File: src/rtl/multdiv_unit.sv
// Iterative 32-bit signed multiplier / divider: shift-add multiply, restoring divide.
// Fixed latency: resultRDY pulses one cycle, 33 cycles after the start edge.
module multdiv_unit #(
  parameter int WIDTH = 32
) (
  input  logic             clock,
  input  logic             resetn,
  input  logic [WIDTH-1:0] data_operandA,
  input  logic [WIDTH-1:0] data_operandB,
  input  logic             ctrl_MULT,
  input  logic             ctrl_DIV,
  output logic [WIDTH-1:0] data_result,
  output logic             data_exception,
  output logic             data_resultRDY
);

  localparam int CW = $clog2(WIDTH) + 1;

  typedef enum logic [1:0] {IDLE, BUSY, DONE} state_t;
  state_t state, state_nxt;

  logic [CW-1:0]      cnt;
  logic               op_div, neg;
  logic [2*WIDTH-1:0] mcand, acc;
  logic [WIDTH:0]     mplier, dvsr, rem;
  logic [WIDTH-1:0]   quo;

  logic start, last;
  assign start = ctrl_MULT | ctrl_DIV;
  assign last  = (cnt == CW'(WIDTH));

  // 33-bit magnitudes so that |0x80000000| is representable
  logic [WIDTH:0] a_ext, b_ext, mag_a, mag_b;
  assign a_ext = {data_operandA[WIDTH-1], data_operandA};
  assign b_ext = {data_operandB[WIDTH-1], data_operandB};
  assign mag_a = a_ext[WIDTH] ? -a_ext : a_ext;
  assign mag_b = b_ext[WIDTH] ? -b_ext : b_ext;

  // Restoring divide step: shift next dividend bit into the partial remainder
  logic [WIDTH+1:0] rem_sh, rem_sub;
  logic             rem_ge;
  assign rem_sh  = {rem, quo[WIDTH-1]};
  assign rem_sub = rem_sh - {1'b0, dvsr};
  assign rem_ge  = (rem_sh >= {1'b0, dvsr});

  // Final sign fix-up and overflow detection
  logic [2*WIDTH-1:0] prod;
  logic [WIDTH-1:0]   quo_s;
  logic [WIDTH:0]     prod_top;
  logic               mult_ovf;
  assign prod     = neg ? -acc : acc;
  assign quo_s    = neg ? -quo : quo;
  assign prod_top = prod[2*WIDTH-1:WIDTH-1];
  assign mult_ovf = !((&prod_top) | ~(|prod_top));

  logic unused_bits;
  assign unused_bits = ^{mag_a[WIDTH], rem_sub[WIDTH+1], rem_sh[WIDTH+1]};

  always_ff @(posedge clock or negedge resetn) begin
    if (!resetn) state <= IDLE;
    else         state <= state_nxt;
  end

  always_comb begin
    state_nxt = state;
    case (state)
      IDLE:    if (start) state_nxt = BUSY;
      BUSY:    if (!start && last) state_nxt = DONE;
      DONE:    state_nxt = start ? BUSY : IDLE;
      default: state_nxt = IDLE;
    endcase
  end

  assign data_resultRDY = (state == DONE);

  always_ff @(posedge clock or negedge resetn) begin
    if (!resetn) begin
      cnt            <= '0;
      op_div         <= 1'b0;
      neg            <= 1'b0;
      mcand          <= '0;
      acc            <= '0;
      mplier         <= '0;
      dvsr           <= '0;
      rem            <= '0;
      quo            <= '0;
      data_result    <= '0;
      data_exception <= 1'b0;
    end else if (start) begin
      // Multiply wins when both commands arrive together
      cnt    <= '0;
      op_div <= !ctrl_MULT;
      neg    <= data_operandA[WIDTH-1] ^ data_operandB[WIDTH-1];
      mcand  <= {{(WIDTH-1){1'b0}}, mag_a};
      acc    <= '0;
      mplier <= mag_b;
      dvsr   <= mag_b;
      rem    <= '0;
      quo    <= mag_a[WIDTH-1:0];
    end else if (state == BUSY) begin
      if (!last) begin
        cnt <= cnt + 1'b1;
        if (op_div) begin
          rem <= rem_ge ? rem_sub[WIDTH:0] : rem_sh[WIDTH:0];
          quo <= {quo[WIDTH-2:0], rem_ge};
        end else begin
          if (mplier[0]) acc <= acc + mcand;
          mcand  <= mcand << 1;
          mplier <= mplier >> 1;
        end
      end else if (op_div) begin
        data_result    <= (dvsr == '0) ? '0 : quo_s;
        data_exception <= (dvsr == '0);
      end else begin
        data_result    <= prod[WIDTH-1:0];
        data_exception <= mult_ovf;
      end
    end
  end

endmodule

File: config.mk
export PLATFORM = sky130hd
export DESIGN_NAME = multdiv_unit
export DESIGN_NICKNAME = d
export VERILOG_FILES = /design/src/rtl/multdiv_unit.sv
export SDC_FILE = /design/constraint.sdc
export NUM_CORES = 1
export LEC_CHECK = 0
export CAP_MARGIN = 20
export CORE_MARGIN = 3
export CORE_UTILIZATION = 47
export DETAILED_ROUTE_END_ITERATION = 6
export PLACE_DENSITY_LB_ADDON = 0.3
export SYNTH_ARGS = -nofsm -noshare
export SYNTH_HDL_FRONTEND = slang
export SYNTH_SLANG_ARGS = --single-unit
File: constraint.sdc
create_clock -name clock -period 4.3 [get_ports clock]
set_input_delay 0.86 -clock clock [delete_from_list [all_inputs] [get_ports clock]]
set_output_delay 0.86 -clock clock [all_outputs]
set_load 0.05 [all_outputs]
==> impl_metrics.ini, run 1 <==
[routing]
drc = 0
firstDrtPassIters = 7
finalWirelength_um = 64730
ant_nets = 0
drtIter0Drc = 1660
viasPerCell = 6.011
dr_total_vias = 20380
wl_per_cell_um = 19.09

[setup_path]
crit_family = simple AND/OR/NAND/NOR gates
worst_path_max_delay_cell = or4_4
cp_common_cell = or4_4
critical_path.max_stage_delay_ns = 0.58
arrival_ns = 4.49
critical_path_class = reg2reg
cp_max_fo = 6
start_kind = flop
end_kind = flop
crit_buf_inv = 0
cp_data_required_time_ns = 4.72
path_cells = or4_4, or4_4, or4_4, or3b_4, or3_4, o21ai_1, a32oi_1, or4_1, nor4_2, o31ai_1

[grt]
grt_pass1_wl_um = 104300
use_met1_pct = 35.40
grt_busiest_layer = met2
use_met3_pct = 3.021
grt_max_degree = 140
antenna_found_initial = 0
met2_usage_pct = 44.70
grt_use_total_pct = 26.49
grt_overflow = 0
grt_pass1_vias = 19740

[clocking]
clk_pin_slew_worst_paths_ns = 0.06
clk_latency_ns = 0.56
cts_htree_levels = 2
numCtsBuffers = 36
clock_sinks = 302
ctsRootBufferMaster = clkbuf_16
clock_path_buffers = 3
cts_tree = done
cts_hold_buf = 0

[placed_design]
dp.cells = 3326
io_buffers = 101
dpl_cell_area_mm2 = 0.02351
gp_congestion = 0.9408
dpl.hpwl_um = 47090

[floorplanning]
pin_count = 102
die_area_mm2 = 0.04858
die_h_um = 220.4
core.rowCount = 77
fp.coreArea_mm2 = 0.04480
dieWidth_um = 220.4
initial_core_util_pct = 48.23

[logic_synthesis]
synth_edf_count = 0
yosysTopAreaCell = dfrtp_1
synthArstFlopShare_pct = 100.0
syn_area_mm2 = 0.02161
ys.flop_type = dfrtp_1
yosysTopAreaCellShare_pct = 34.98
syn_nets = 2890
synth_cell_type_count = 72
synthTopCellsByArea = dfrtp_1, nand2_1, ha_1, a21oi_1, xor2_1
synth_cells = 2718
ys.warnings.count = 0
syn-mean-instance-area_um2 = 7.949
synth.ff_latch_count = 302
yosysSeqAreaShare_pct = 34.98

[timing]
setup_viol = 0
fin_worst_skew_ns = 0.02154
min_period_ns = 4.070
slew_viol_final = 0
period_share_pct = 94.64
max_freq_mhz = 245.7
relSlewSlack_pct = 35.38
rsz0062_at_grt = no
hold_viol = 0
worst_pin_slew_ns = 0.9693
fin_hold_ws_ns = 0.4220

[layout]
antenna_cells = 0
mostFrequentLayoutCell = nand2_1
fin_area_mm2 = 0.02472
finalNetCount = 2945
drive_above_1_share_pct = 6.538
stdcell_count = 3391
layout_common_cells = nand2_1, dfrtp_1, a21oi_1
area_delta_synth_final_pct = 14.39

[status]
outcome = completed

[pwr]
powerDensity_mw_per_mm2 = 352.8
ir_worst_vdd_v = 0.0002505
leakage_nw = 10.93

[job]
cap_violations = 0

[min_path]
hold_class = in2async
## area by class of cell
| cell class | count | area [um2] |
|---|---|---|
| inverters | 77 | 289.0 |
| fillers | 4195 | 20080 |
| multi-input cells | 2171 | 13200 |
| clock inverters | 10 | 85.08 |
| clock buffers | 54 | 1100 |
| repair buffers | 185 | 1747 |
| flip-flops and latches | 302 | 7559 |
| well taps | 592 | 740.7 |
## cell families (layout without fill, tap and decap cells)
| family | Yosys count | after routing | synth area share, % |
|---|---|---|---|
| AO/OA/AOI/OAI | 795 | 795 | 23.01 |
| XOR/XNOR | 232 | 232 | 9.405 |
| adder cells (fa/ha/maj) | 104 | 104 | 6.092 |
| buffers and inverters | 245 | 326 | 4.256 |
| flip-flops | 302 | 302 | 34.98 |
| multiplexers | 11 | 11 | 0.5212 |
| AND/OR/NAND/NOR | 1029 | 1029 | 21.73 |
## path summary, 6_finish.rpt
check                                startpoint              end  slack, ns  cells past startpoint
worst min register to register  data_result[27]  data_result[27]       0.48                      2
max in group asynchronous                resetn       mplier[18]       2.94                      2
worst max register to register          acc[17]   data_exception       0.23                     10
min in group clock              data_result[27]  data_result[27]       0.48                      2
worst min-delay path                     resetn  data_result[11]       0.42                      1
worst max-delay path                    acc[17]   data_exception       0.23                     10
## cells in the mapped netlist, types with 5 or more instances
master / number
nand2_1: 533
dfrtp_1: 302
a21oi_1: 238
nor2_1: 175
o21ai_0: 175
clkbuf_1: 155
xor2_1: 135
a31oi_1: 104
ha_1: 102
xnor2_1: 97
inv_1: 76
o31ai_1: 52
a21o_1: 46
and3_1: 40
nand3_1: 39
or3_1: 39
nand4_1: 34
nor3_1: 32
o22a_1: 30
nand2b_1: 29
nor4_1: 29
o21a_1: 22
or4_1: 22
a211oi_1: 17
nor2b_1: 16
o41ai_1: 16
o21bai_1: 15
buf_1: 13
mux2i_1: 9
a31o_2: 7
and2_1: 7
o211ai_1: 7
a211o_1: 6
and4_1: 6
or2_2: 6
a2111oi_0: 5
nor4b_1: 5
o221ai_1: 5
## registers in the layout (all words and copies together) (netlist names)
name and count:
mplier 33, cnt 6, quo 32, acc 64
rem 33, neg 1, mcand 64, data_result 32
state 2, dvsr 33, op_div 1, data_exception 1
## per-layer routing
metal  up-vias  share of wire [%]
met5         -                  0
met4         0                3.3
met3       123                5.1
met2       604                 47
met1      9872                 45
li1       9784                  -
## worst reg2reg max path: cells and delay by family, from the launching register on
family,cells,cell delay (ns)
DFF,1,0.41
and+or+nand+nor,7,3.15
AOI/OAI and AO/OA,3,0.37
## report_power, final
group          total [mW]  internal (mW)  switching (mW)
sequential           3.24           3.03           0.210
clock                3.11           1.83            1.28
combinational        2.37          0.910            1.46
## stage by stage
| step | setup WS [ns] | setup TNS, ns | total power, mW | util, % |
|---|---|---|---|---|
| 5_1_grt | 0.05364 | 0 | 9.149 | 55.17 |
| 3_3_place_gp | -0.03347 | -0.09494 | 5.569 | 52.47 |
| 6_report | 0.2304 | 0 | 8.719 | 55.17 |
| 2_1_floorplan | 0.3634 | 0 | 4.853 | - |
| 3_5_place_dp | -0.07157 | -0.2561 | 5.619 | 52.47 |
| 4_1_cts | 0.1082 | 0 | 8.747 | 55.12 |
## repair_timing
action	in CTS	in global routing
resized for setup	0	4
setup buffers	0	1
setup endpoints to repair	0	2
(Power assumes the default switching activity.)
==> run 2, diff against run 1 <==
--- a/config.mk
+++ b/config.mk
@@ -10,6 +10,7 @@
 export CORE_UTILIZATION = 47
 export DETAILED_ROUTE_END_ITERATION = 6
 export PLACE_DENSITY_LB_ADDON = 0.3
+export SLEW_MARGIN = 20
 export SYNTH_ARGS = -nofsm -noshare
 export SYNTH_HDL_FRONTEND = slang
 export SYNTH_SLANG_ARGS = --single-unit
==> results of run 2 <==
No change in the layout: final DEF, timing and power equal those of run 1.
